File: config.mk
export PLATFORM = sky130hd
export DESIGN_NAME = next_line_prefetcher
export DESIGN_NICKNAME = d
export VERILOG_FILES = /design/src/rtl/prefetch_pkg.sv /design/src/rtl/next_line_prefetcher.sv
export SDC_FILE = /design/constraint.sdc
export NUM_CORES = 1
export LEC_CHECK = 0
export BUFFER_PORTS_ARGS = -buffer_cell sky130_fd_sc_hd__buf_2
export CORE_AREA = 2 2 247 249
export DETAILED_ROUTE_END_ITERATION = 10
export DIE_AREA = 0 0 249 251
export GPL_ROUTABILITY_DRIVEN = 0
export PLACE_DENSITY = 0.5
export RECOVER_POWER = 50
export SETUP_SLACK_MARGIN = 0.15
export SYNTH_ARGS = -nofsm -noshare
export SYNTH_HDL_FRONTEND = slang
export SYNTH_SLANG_ARGS = --single-unit
File: constraint.sdc
create_clock -name clk -period 2.7 [get_ports clk]
set_clock_uncertainty 0.1 [all_clocks]
set_input_delay 0.675 -clock clk [delete_from_list [all_inputs] [get_ports clk]]
set_output_delay 0.675 -clock clk [all_outputs]
set_load 0.02 [all_outputs]
File: src/rtl/prefetch_pkg.sv
// ============================================================================
// Module   : prefetch_pkg
// Brief    : Shared geometry defaults and FSM state type for the prefetcher.
// Revision : 1.0
// ============================================================================
`default_nettype none

package prefetch_pkg;

    localparam int PF_ADDR_W   = 32;
    localparam int PF_LINE_W   = 256;
    localparam int PF_OFFSET_W = 5;
    localparam int PF_INDEX_W  = 3;
    localparam int PF_TAG_W    = PF_ADDR_W - PF_INDEX_W - PF_OFFSET_W;
    localparam int PF_CNT_W    = 16;

    typedef enum logic [1:0] {
        IDLE     = 2'd0,
        WAIT_BUS = 2'd1,
        FETCH    = 2'd2,
        HOLD     = 2'd3
    } pf_state_t;

endpackage

`default_nettype wire

File: src/rtl/next_line_prefetcher.sv
// ============================================================================
// Module   : next_line_prefetcher
// Brief    : Fetches line N+1 after a demand miss on line N into a one-entry buffer.
// Revision : 1.0
// ============================================================================
`default_nettype none

module next_line_prefetcher
    import prefetch_pkg::*;
#(
    parameter int ADDR_W   = PF_ADDR_W,
    parameter int LINE_W   = PF_LINE_W,
    parameter int OFFSET_W = PF_OFFSET_W,
    parameter int INDEX_W  = PF_INDEX_W,
    parameter int CNT_W    = PF_CNT_W
) (
    input  logic                                clk,
    input  logic                                rst_n,
    input  logic                                prefetch_start,
    input  logic [ADDR_W-1:0]                   miss_addr,
    input  logic                                pf_cancel,
    input  logic                                pf_taken,
    output logic                                prefetch_ready,
    output logic [LINE_W-1:0]                   pf_line,
    output logic [ADDR_W-INDEX_W-OFFSET_W-1:0]  pf_tag,
    output logic [INDEX_W-1:0]                  pf_index,
    input  logic                                demand_busy,
    output logic                                pf_pmem_read,
    output logic [ADDR_W-1:0]                   pf_pmem_addr,
    input  logic [LINE_W-1:0]                   pf_pmem_rdata,
    input  logic                                pf_pmem_resp,
    output logic [CNT_W-1:0]                    pf_issued_cnt,
    output logic [CNT_W-1:0]                    pf_dropped_cnt
);

    localparam int TAG_W = ADDR_W - INDEX_W - OFFSET_W;
    localparam logic [ADDR_W:0] OFF_MASK = {{(ADDR_W-OFFSET_W+1){1'b0}}, {OFFSET_W{1'b1}}};
    localparam logic [ADDR_W:0] ONE      = {{ADDR_W{1'b0}}, 1'b1};

    pf_state_t           state_q, state_d;
    logic                start_q;
    logic [ADDR_W-1:0]   addr_q, addr_d;
    logic [LINE_W-1:0]   line_q;
    logic [TAG_W-1:0]    tag_q;
    logic [INDEX_W-1:0]  index_q;
    logic                cancel_q, cancel_d;
    logic [CNT_W-1:0]    issued_q, issued_d;
    logic [CNT_W-1:0]    dropped_q, dropped_d;

    logic                trigger;
    logic                suppress;
    logic [ADDR_W:0]     next_line;
    logic                cancel_seen;
    logic                drop_fsm;
    logic                drop_trig;
    logic                issue_inc;
    logic                load_line;
    logic [1:0]          drop_inc;
    logic [CNT_W:0]      dropped_sum;
    logic [CNT_W:0]      issued_sum;

    assign trigger = prefetch_start & ~start_q;

    // Filling the offset with ones before +1 yields the next aligned line;
    // bit ADDR_W is the carry out of the last line of the address space.
    assign next_line = ({1'b0, miss_addr} | OFF_MASK) + ONE;
    assign suppress  = next_line[ADDR_W];

    assign cancel_seen = cancel_q | pf_cancel;
    assign drop_trig   = trigger & ((state_q != IDLE) | suppress);

    always_comb begin
        state_d   = state_q;
        addr_d    = addr_q;
        cancel_d  = cancel_q;
        drop_fsm  = 1'b0;
        issue_inc = 1'b0;
        load_line = 1'b0;
        case (state_q)
            IDLE: begin
                cancel_d = 1'b0;
                if (trigger && !suppress) begin
                    addr_d  = next_line[ADDR_W-1:0];
                    state_d = WAIT_BUS;
                end
            end
            WAIT_BUS: begin
                if (pf_cancel) begin
                    drop_fsm = 1'b1;
                    state_d  = IDLE;
                end else if (!demand_busy) begin
                    state_d = FETCH;
                end
            end
            FETCH: begin
                // The bus transfer always completes; a cancel only discards it.
                if (pf_pmem_resp) begin
                    cancel_d = 1'b0;
                    if (cancel_seen) begin
                        drop_fsm = 1'b1;
                        state_d  = IDLE;
                    end else begin
                        issue_inc = 1'b1;
                        load_line = 1'b1;
                        state_d   = HOLD;
                    end
                end else begin
                    cancel_d = cancel_seen;
                end
            end
            HOLD: begin
                if (pf_taken) begin
                    state_d = IDLE;
                end else if (pf_cancel) begin
                    drop_fsm = 1'b1;
                    state_d  = IDLE;
                end
            end
            default: state_d = IDLE;
        endcase
    end

    assign drop_inc    = {1'b0, drop_trig} + {1'b0, drop_fsm};
    assign dropped_sum = {1'b0, dropped_q} + {{(CNT_W-1){1'b0}}, drop_inc};
    assign issued_sum  = {1'b0, issued_q} + {{CNT_W{1'b0}}, issue_inc};
    assign dropped_d   = dropped_sum[CNT_W] ? {CNT_W{1'b1}} : dropped_sum[CNT_W-1:0];
    assign issued_d    = issued_sum[CNT_W]  ? {CNT_W{1'b1}} : issued_sum[CNT_W-1:0];

    always_ff @(posedge clk or negedge rst_n) begin
        if (!rst_n) begin
            state_q   <= IDLE;
            start_q   <= 1'b0;
            addr_q    <= '0;
            line_q    <= '0;
            tag_q     <= '0;
            index_q   <= '0;
            cancel_q  <= 1'b0;
            issued_q  <= '0;
            dropped_q <= '0;
        end else begin
            state_q   <= state_d;
            start_q   <= prefetch_start;
            addr_q    <= addr_d;
            cancel_q  <= cancel_d;
            issued_q  <= issued_d;
            dropped_q <= dropped_d;
            if (load_line) begin
                line_q  <= pf_pmem_rdata;
                tag_q   <= addr_q[ADDR_W-1:INDEX_W+OFFSET_W];
                index_q <= addr_q[INDEX_W+OFFSET_W-1:OFFSET_W];
            end
        end
    end

    assign prefetch_ready = (state_q == HOLD);
    assign pf_pmem_read   = (state_q == FETCH);
    assign pf_pmem_addr   = addr_q;
    assign pf_line        = line_q;
    assign pf_tag         = tag_q;
    assign pf_index       = index_q;
    assign pf_issued_cnt  = issued_q;
    assign pf_dropped_cnt = dropped_q;

endmodule

`default_nettype wire
Word-level counts from Yosys, hierarchy flattened
Cells that the tools add are included.
Cells by class
  add/subtract/negate cells: 4
  equal/unequal tests: 7
  muxes and demuxes: 20
  bitwise logic cells: 5
  reduce and logical (&&, ||, !) cells: 7
Operator list (number)
  adder 32 x 1 -> 33 bit, second input constant: 1
  2-to-1 mux 16 bit: 2
  adder 16 x 1 -> 17 bit: 1
  adder 16 x 2 -> 17 bit: 1
  2-to-1 mux 2 bit: 7
  2-to-1 mux 1 bit: 8
  one-hot mux 2 bit (4 select lines): 1
  != test 3 bit, second input constant: 2
  == test 2 bit, second input constant: 2
  AND reduction 4 bit: 1
  nonzero test 2 bit: 2
  one-hot mux 1 bit (3 select lines): 1
  adder 1 x 1 -> 2 bit: 1
  AND 1 bit: 2
  == test 2 x 1 -> 1 bit, second input constant: 1
  zero test 2 bit: 1
  != test 2 x 1 -> 1 bit, second input constant: 1
  != test 2 bit, second input constant: 1
  OR 1 bit: 2
  one-hot mux 1 bit (2 select lines): 1
  AND reduction 2 bit: 1
  logical AND 1 bit: 1
  zero test 1 bit: 1
  NOT 1 bit: 1
Storage, ports and cells
  register bits after elaboration: 351
  input port bits: 295
  output and inout bits: 349
  logic and storage cells: 52

Logic depth before layout (Yosys ltp)
Gate-level depths: netlist of the first run.
  word-level depth: 7
  depth in mapped cells: 13
  mapped depth without buffers: 12

Worst setup path before layout of the first run
No wires, ideal clock.
  kind: input-to-reg
  start point: in miss_addr[12]
  end point: reg dropped_q[8] (netlist: pf_dropped_cnt[8])
  library setup time: 0.083 ns
  arrival: 3.114 ns
  required time: 2.517 ns
  slack: -0.597 ns
  stages: 12
  path buffers: 1
  cells stage by stage: nand4_4 -> nor4_4 -> nand3_1 -> nand2_1 -> nand2_1 -> fa_1 -> inv_1 -> ha_1 -> nand4_1 -> or3_1 -> clkbuf_1 -> o21ai_0
Between the ends
  longest elaborated chain between the ends: 6
RTL lines
  start: declaration: RTL line next_line_prefetcher.sv:20  | input logic [ADDR_W-1:0] miss_addr,
  adder 32 x 1 -> 33 bit: RTL line next_line_prefetcher.sv:66  | assign next_line = ({1'b0, miss_addr} | OFF_MASK) + ONE;
  OR 1 bit: RTL line next_line_prefetcher.sv:70  | assign drop_trig = trigger & ((state_q != IDLE) | suppress);
  AND 1 bit: RTL line next_line_prefetcher.sv:70
  adder 1 x 1 -> 2 bit: RTL line next_line_prefetcher.sv:123  | assign drop_inc = {1'b0, drop_trig} + {1'b0, drop_fsm};
  adder 16 x 2 -> 17 bit: RTL line next_line_prefetcher.sv:124  | assign dropped_sum = {1'b0, dropped_q} + {{(CNT_W-1){1'b0}}, drop_inc};
  2-to-1 mux 16 bit: RTL line next_line_prefetcher.sv:126  | assign dropped_d = dropped_sum[CNT_W] ? {CNT_W{1'b1}} : dropped_sum[CNT_W-1:0];
  named net dropped_d[8]: RTL line next_line_prefetcher.sv:48  | logic [CNT_W-1:0] dropped_q, dropped_d;
  end signal: assignment: RTL line next_line_prefetcher.sv:146  | dropped_q <= dropped_d;
  end: declaration: RTL line next_line_prefetcher.sv:48
The timed path passes the listed nets, and every way through them passes these cells.
A chain may end at the register's enable or synchronous reset.

Worst setup path after layout of the first run
  start point: in miss_addr[13]
  end point: reg dropped_q[13] (netlist: pf_dropped_cnt[13])
Same word-level chain as after synthesis.

==> results of run 1 <==
## final timing paths
| kind | to | startpoint | cells after the start | slack (ns) |
|---|---|---|---|---|
| max | pf_dropped_cnt[13] | miss_addr[13] | 14 | 0.21 |
| min | start_q | prefetch_start | 1 | 0.15 |
| max reg2reg | pf_line[133] | state_q[0] | 6 | 0.22 |
| min reg2reg | pf_line[179] | pf_line[179] | 1 | 0.40 |
| max in group asynchronous | pf_line[17] | rst_n | 3 | 0.54 |
| min in group asynchronous | pf_line[24] | rst_n | 2 | 0.56 |
## layout by cell type, fill, tap and decap left out, types with 9 or more instances in the layout
cell / netlist / final
nand2_2: 0 / 9
nor2_1: 40 / 38
a21oi_1: 34 / 34
nand2_1: 43 / 34
clkbuf_1: 5 / 184
buf_2: 6 / 458
xor2_1: 27 / 27
xnor2_1: 12 / 12
nand4_1: 9 / 9
nand3_1: 31 / 26
mux2_2: 288 / 288
dfrtp_1: 346 / 346
buf_4: 31 / 62
clkbuf_16: 0 / 43
## where the power goes
part           leakage, nW  switching, W  internal [W]
Sequential            4.21       0.00139       0.00759
Clock                0.726       0.00220       0.00372
Combinational         4.31       0.00569       0.00357
## worst max-delay path, delay by kind of cell
family,cells,cell delay (ns)
and+or+nand+nor,8,1.17
adders and majority gates,2,0.52
buffers and inverters,3,0.36
AOI/OAI and AO/OA,1,0.12
## metal layers
metal  track usage (%)  up-vias  wire length [um]
met5                 0        -                29
met4              4.85        4              1450
met3              4.35       91              3270
met2              24.3      406             22200
met1              14.6     5137             16000
li1                  -     4755                 -
## synth_stat cells, types with 4 or more instances
| cell type | number |
|---|---|
| dfrtp_1 | 346 |
| xnor2_1 | 12 |
| nor3_1 | 6 |
| nand2b_1 | 5 |
| buf_2 | 6 |
| nand2_1 | 43 |
| nor2_1 | 40 |
| clkbuf_1 | 5 |
| ha_1 | 4 |
| nand3_1 | 31 |
| a21oi_1 | 34 |
| nor2b_1 | 4 |
| a31oi_1 | 4 |
| and3_1 | 9 |
| xor2_1 | 27 |
| o21ai_0 | 7 |
| buf_4 | 31 |
| inv_1 | 6 |
| nand4_1 | 9 |
| mux2_2 | 288 |
| buf_6 | 5 |
## layout make-up
type	instances	area, um^2
clock inverters	18	258
clock buffers	58	1210
diodes	3	7.51
flip-flops and latches	346	8660
inverters	6	22.5
well taps	782	978
fillers	6116	40000
repair buffers	719	3710
multi-input cells	551	4960
## sequential cells by signal (all words and copies together), names as in the netlist
name / cells
pf_issued_cnt: 16
pf_index: 3
pf_line: 256
cancel_q: 1
pf_pmem_addr: 27
pf_tag: 24
state_q: 2
start_q: 1
pf_dropped_cnt: 16
## kinds of logic (layout without fill, tap and decap cells)
group | after synthesis | count (layout) | share of synthesized area [%]
flops | 346 | 346 | 62.6
mux | 290 | 290 | 23.6
simple gates | 161 | 161 | 5.98
buf+inv | 53 | 801 | 2.61
compound gates | 51 | 51 | 2.14
xor+xnor | 39 | 39 | 2.47
fa+ha+maj | 5 | 5 | 0.507
other cells | 1 | 8 | 0.0271
## through the flow
stage / setup WS, ns / hold slack [ns] / total power, W / area (um^2) / utilization [%]
after CTS: 0.150 / 0.0976 / 0.0249 / 20100 / 33.5
after detailed placement: -0.585 / 0.389 / 0.0188 / 18500 / 30.9
after floorplan: -0.378 / 0.279 / 0.0147 / 14000 / -
after global routing: 0.0443 / 0.124 / 0.0256 / 19800 / 33.1
after global placement: -0.583 / 0.383 / 0.0186 / 18500 / 30.9
final: 0.207 / 0.152 / 0.0242 / 19800 / 33.1
## repair_timing
action / 4_1_cts / 5_1_grt
cloned: 0 / 0
hold buffers: 1 / 0
pin swaps: 9 / 5
resized for setup: 21 / 16
buffers inserted: 2 / 0
hold endpoints to repair: 39 / 0
setup endpoints to repair: 15 / 16
==> impl_metrics.json, run 1 <==
{
  "run_status": "finished clean",
  "portBuffers": 633,
  "syn-cell-area_um2": 13800,
  "drc": 0,
  "relSlewSlack_pct": 22.7,
  "worst_path_max_delay_cell": "or3_4",
  "leakage_nw": 9.25,
  "synth.distinct_cells": 38,
  "grt_max_degree": 71,
  "ys_seq_elements": 346,
  "grt_pass1_vias": 10974,
  "worst_pin_slew_ns": 1.15,
  "ys_seq_area_share_pct": 62.6,
  "io_pins": 644,
  "clk_pin_slew_worst_paths_ns": 0.06,
  "critPathMaxFanout": 7,
  "die_area_um2": 62500,
  "fin_crit_ns": 2.49,
  "drive_gt1_share_pct": 54.9,
  "grt_pass1_wl_mm": 65.0,
  "yosysTopAreaCell": "dfrtp_1",
  "cts.sinks": 346,
  "critical_path.most_common_cell": "nand2_2",
  "ant_nets": 0,
  "dp_hpwl_mm": 33.7,
  "crit_chain": "buf_2 -> nand4_4 -> nor4_4 -> buf_4 -> nand3_4 -> nand2_2 -> nand2_2 -> fa_2 -> inv_2 -> ha_4 -> nand4_1 -> or3_4 -> nand3_2 -> o21a_1",
  "numCtsBuffers": 41,
  "grt-ovfl-total": 0,
  "grt_util_all_layers_pct": 13.4,
  "synth_edf_count": 0,
  "totalNegativeSetupSlack_ns": 0,
  "drt_iter0_markers": 277,
  "hold_class": "input pin to register",
  "syn_inst": 946,
  "wl_mm": 43.0,
  "setup_viol": 0,
  "dieHeight_um": 251,
  "rows": 90,
  "antenna_found_initial": 13,
  "ir_drop_mv": 0.528,
  "max_cap_violations": 0,
  "viasPerCell": 4.19,
  "via_count": 10393,
  "die_w_um": 249,
  "p_per_area_nw_per_um2": 1220,
  "synthFlopType": "dfrtp_1",
  "drv_slew": 0,
  "critical_path_class": "input pin to register",
  "max_freq_mhz": 401,
  "core_area_um2": 59800,
  "min_period_over_period_pct": 92.3,
  "yosysTopAreaCellShare_pct": 62.6,
  "place_inst": 2401,
  "clock_latency_ns": 0.55,
  "cpPeakStageDelay_ns": 0.41,
  "worstPathArrival_ns": 2.87,
  "cts_root_buf": "clkbuf_16",
  "cts_tree": "yes",
  "rsz0062_at_grt": "yes",
  "htree_levels": 2,
  "dr.pass1.iters": 4,
  "syn_area_per_cell_um2": 14.6,
  "crit_path_start_kind": "input pin",
  "clockBufferDepth": 3,
  "async_flop_share_pct": 100,
  "final_nets": 1965,
  "hold_viol_final": 0,
  "cp.required_ns": 3.07,
  "syn2layout_area_growth_pct": 43.3,
  "final_cells": 2483,
  "routedWlPerCell_um": 17.3,
  "initial_core_util_pct": 23.1,
  "worstSetupEndpointType": "register",
  "synth_area_leaders": "dfrtp_1 (63%), mux2_2 (23%), xor2_1 (1.7%)",
  "ys.warnings.count": 0
}
(Power assumes the default switching activity.)
==> inputs of run 2 (changes only) <==
- CORE_AREA: 2 2 247 249 -> 2 2 248 250
- CTS_BUF_LIST: default -> sky130_fd_sc_hd__clkbuf_8
- DIE_AREA: 0 0 249 251 -> 0 0 250 252
==> impl_metrics.json, run 2 (synthesis results as in run 1) <==
{
  "syn2layout_area_growth_pct": 42.1,
  "path_depth": 14,
  "max_freq_mhz": 393,
  "die_w_um": 250,
  "final_nets": 1988,
  "power_switching_w": 0.00919,
  "grt_pass1_wl_mm": 62.7,
  "fin_total_pwr_w": 0.0232,
  "hold_viol_final": 0,
  "initial_core_util_pct": 23.0,
  "clock_latency_ns": 0.60,
  "worst_pin_slew_ns": 1.13,
  "numCtsBuffers": 66,
  "startpoint": "miss_addr[8]",
  "p_sw_share_pct": 39.6,
  "max_cap_violations": 0,
  "grt_util_all_layers_pct": 12.7,
  "worstPathArrival_ns": 2.99,
  "wl_mm": 41.1,
  "viasPerCell": 4.10,
  "setup_viol": 0,
  "cpPeakStageDelay_ns": 0.46,
  "drive_gt1_share_pct": 56.2,
  "clk_pin_slew_worst_paths_ns": 0.06,
  "drc": 0,
  "min_period_over_period_pct": 94.4,
  "grt_max_degree": 75,
  "rows": 90,
  "crit_chain": "buf_2 -> nand4_4 -> nor4_4 -> buf_4 -> nand3_4 -> nand2_2 -> nand2_2 -> fa_2 -> inv_2 -> ha_4 -> nand4_1 -> or3_4 -> buf_12 -> nand2b_4",
  "drt_iter0_markers": 311,
  "worst_r2r_path_depth": 10,
  "r2r-start": "state_q[0]",
  "die_area_um2": 63000,
  "dieHeight_um": 252,
  "crit_path_start_kind": "input pin",
  "path_buf_inv": 4,
  "routedWlPerCell_um": 16.3,
  "worst_path_max_delay_cell": "or3_4",
  "fill_cells": 6231,
  "critical_path.most_common_cell": "nand2_2",
  "cp.required_ns": 3.14,
  "core_area_um2": 60100,
  "worstHoldPathCells": 1,
  "rsz0062_at_grt": "yes",
  "p_per_area_nw_per_um2": 1180,
  "portBuffers": 633,
  "cts.sinks": 346,
  "leakage_nw": 9.31,
  "dr.pass1.iters": 4,
  "drv_slew": 0,
  "ant_nets": 0,
  "hold_class": "input pin to register",
  "p_clk_share_pct": 22.0,
  "critPathTopFamily": "simple AND/OR/NAND/NOR gates",
  "final_common_cell": "buf_2",
  "min_from": "prefetch_start",
  "run_status": "finished clean",
  "grt_pass1_vias": 11061,
  "critical_path_class": "input pin to register",
  "critPathMaxFanout": 6,
  "via_count": 10328,
  "layout_common_cells": "buf_2 (483), dfrtp_1 (345), mux2_2 (288), clkbuf_1 (157), clkbuf_8 (85)",
  "relSlewSlack_pct": 24.7,
  "fin_crit_ns": 2.55,
  "power_frac_seq_pct": 38.6,
  "worstSetupEndpointType": "register",
  "io_pins": 644,
  "cts_tree": "yes",
  "cts_root_buf": "clkbuf_8",
  "pwr-share-comb_pct": 39.5,
  "ir_drop_mv": 0.550,
  "clockBufferDepth": 3,
  "antenna_found_initial": 0,
  "grt-ovfl-total": 0,
  "p_int_w": 0.0140,
  "dp_hpwl_mm": 31.5,
  "whs_ns": 0.107,
  "num_antenna_cells": 0,
  "largest_reg_flops": 256,
  "htree_levels": 3,
  "final_util_pct": 32.7
}
==> run 2: layout make-up <==
type	instances	area, um^2	share of cell area (%)
clock buffer	85	1170	5.95
clock inverter	30	153	0.777
multi-input combinational	551	4940	25.1
tap	782	978	4.98
timing repair buffer	717	3730	19.0
sequential	346	8660	44.1
inverter	6	22.5	0.115
==> run 2: path summary, 6_finish.rpt <==
kind | end | slack (ns)
hold reg to reg | pf_line[189] | 0.40
setup / recovery | pf_dropped_cnt[1] | 0.15
min in group asynchronous | pf_line[64] | 0.80
max in group asynchronous | pf_line[48] | 0.43
hold / removal | start_q | 0.11
setup reg to reg | pf_dropped_cnt[1] | 0.25
==> run 2: repair_timing <==
action | in CTS | in global routing
setup buffers | 0 | 3
gates resized for setup | 0 | 23
endpoints found under the setup margin | 0 | 16
hold buffers | 1 | 0
hold endpoints to repair | 56 | 0
==> run 2: through the flow <==
step | TNS, ns | cell area [um^2] | instances | setup WS (ns)
4_1_cts | 0 | 19800 | 2514 | 0.169
5_1_grt | 0 | 19700 | 2517 | 0.0831
3_5_place_dp | -7.66 | 18500 | 2398 | -0.530
3_3_place_gp | -7.83 | 18500 | 2398 | -0.535
6_report | 0 | 19700 | 2517 | 0.152
2_1_floorplan | -5.19 | 14000 | 950 | -0.378
==> run 2: per-layer routing <==
layer	part of all wire, %	wire (um)	track usage, %	vias to the layer above
met2	51	20900	22.2	405
li1	-	-	-	4828
met1	38	15700	14.2	5020
met5	0	0	0	-
met3	7.7	3170	3.91	75
met4	3.1	1270	5.66	0
==> run 2: power by group through the flow <==
stage                     clock, W  combinational (W)  sequential [W]
after global placement           0            0.00950         0.00894
after detailed placement         0            0.00958         0.00902
after CTS                  0.00536            0.00959         0.00896
after floorplan                  0            0.00284          0.0118
after global routing       0.00560            0.00976         0.00931
final                      0.00510            0.00916         0.00896
==> inputs of run 3 (changes only) <==
- CORE_AREA: 2 2 248 250 -> 8 8 247 249
- DIE_AREA: 0 0 250 252 -> 0 0 255 257
- PLACE_DENSITY: 0.5 -> 0.52
==> impl_metrics.json, run 3 (synthesis results as in run 1) <==
{
  "run_status": "finished clean",
  "min_period_over_period_pct": 95.4,
  "drv_slew": 0,
  "max_cap_violations": 0,
  "core_area_um2": 57000,
  "via_count": 10416,
  "critical_path_class": "input pin to register",
  "worst_path_max_delay_cell": "dlygate4sd3_1",
  "max_freq_mhz": 388,
  "final_nets": 1983,
  "grt_max_degree": 66,
  "numCtsBuffers": 60,
  "rows": 88,
  "viasPerCell": 4.17,
  "ant_nets": 0,
  "place_area_um2": 18500,
  "initial_core_util_pct": 24.2,
  "design_area_um2": 19700,
  "totalNegativeSetupSlack_ns": 0,
  "syn2layout_area_growth_pct": 42.2,
  "final_common_cell": "buf_2",
  "p_per_area_nw_per_um2": 1180,
  "grt_pass1_vias": 11352,
  "fin_total_pwr_w": 0.0232,
  "io_pins": 644,
  "leakage_nw": 9.43,
  "worstPathArrival_ns": 3.03,
  "dieHeight_um": 257,
  "worstSetupEndpointType": "register",
  "drt_iter0_markers": 331,
  "cts_root_buf": "clkbuf_8",
  "die_w_um": 255,
  "hold_viol_final": 0,
  "crit_path_start_kind": "input pin",
  "whs_ns": 0.179,
  "rsz0062_at_grt": "yes",
  "setup_viol": 0,
  "clock_latency_ns": 0.62,
  "clockBufferDepth": 3,
  "cp.required_ns": 3.15,
  "fin_crit_ns": 2.58,
  "dr.pass1.iters": 4,
  "crit_chain": "dlygate4sd3_1 -> clkbuf_1 -> nor2b_4 -> nand2_2 -> fa_2 -> inv_2 -> ha_4 -> nand4_1 -> or3_4 -> buf_6 -> nand3_2",
  "cpPeakStageDelay_ns": 0.53,
  "antenna_found_initial": 1,
  "largest_reg_flops": 256,
  "drive_gt1_share_pct": 58.4,
  "drc": 0,
  "critPathMaxFanout": 6,
  "hold_class": "input pin to register",
  "multi_input_area_um2": 4940,
  "cts.sinks": 346,
  "cts_tree": "yes",
  "grt_util_all_layers_pct": 12.9,
  "wl_mm": 44.7,
  "worst_pin_slew_ns": 1.06,
  "dp_hpwl_mm": 35.0,
  "htree_levels": 2,
  "clk_pin_slew_worst_paths_ns": 0.07,
  "layout_common_cells": "buf_2 (510), dfrtp_1 (346), mux2_2 (288), clkbuf_1 (117), clkbuf_8 (76)",
  "portBuffers": 633,
  "ir_drop_mv": 0.597,
  "seq_area_um2": 8660,
  "fill_cells": 5863,
  "relSlewSlack_pct": 29.2,
  "die_area_um2": 65500,
  "routedWlPerCell_um": 17.9,
  "grt-ovfl-total": 0,
  "grt_pass1_wl_mm": 67.2
}
## run 3: routing by layer
metal	vias to the layer above	global-route usage [%]	wire length, um
li1	4810	-	-
met1	5107	13.8	16200
met2	427	23.4	23000
met3	72	4.70	4390
met4	0	4.01	1100
met5	-	0	0
## run 3: area by class of cell
class                   instances  area share (%)
diodes                          1          0.0127
multi-input cells             551            25.1
clock buffers                  76            5.32
repair buffers                718            19.5
well taps                     765            4.87
clock inverters                33            1.03
inverters                       6           0.115
flip-flops and latches        346            44.0
## run 3: worst max-delay path, delay by kind of cell
kind                     cells  cell delay, ns
buffers and inverters        4            0.89
adder cells (fa/ha/maj)      2            0.56
AND/OR/NAND/NOR              5            0.90
## run 3: per-stage QoR
stage	util (%)	worst slack [ns]	std cells
finish	34.5	0.123	2496
global route	34.5	0.105	2496
CTS	34.6	0.165	2491
detailed placement	32.4	-0.602	2380
global placement	32.4	-0.561	2380
floorplan	-	-0.378	950
## run 3: final timing paths
path	end	from	cells after the start	slack [ns]
max in group asynchronous	pf_line[237]	rst_n	3	0.46
hold / removal	pf_line[77]	pf_pmem_rdata[77]	2	0.18
setup / recovery	pf_dropped_cnt[9]	prefetch_start	11	0.12
min in group asynchronous	pf_line[191]	rst_n	2	0.75
hold reg to reg	pf_line[36]	pf_line[36]	1	0.40
setup reg to reg	pf_dropped_cnt[9]	state_q[0]	10	0.29
## run 3: repair_timing
action | CTS | global route
hold buffers | 2 | 0
hold endpoints to repair | 52 | 0
pin swaps | 0 | 11
gates resized for setup | 1 | 37
setup endpoints to repair | 10 | 15
buffers inserted | 0 | 4
## run 3: where the power goes
part	internal, W	switching, W
Clock	0.00271	0.00218
Sequential	0.00760	0.00135
Combinational	0.00369	0.00571
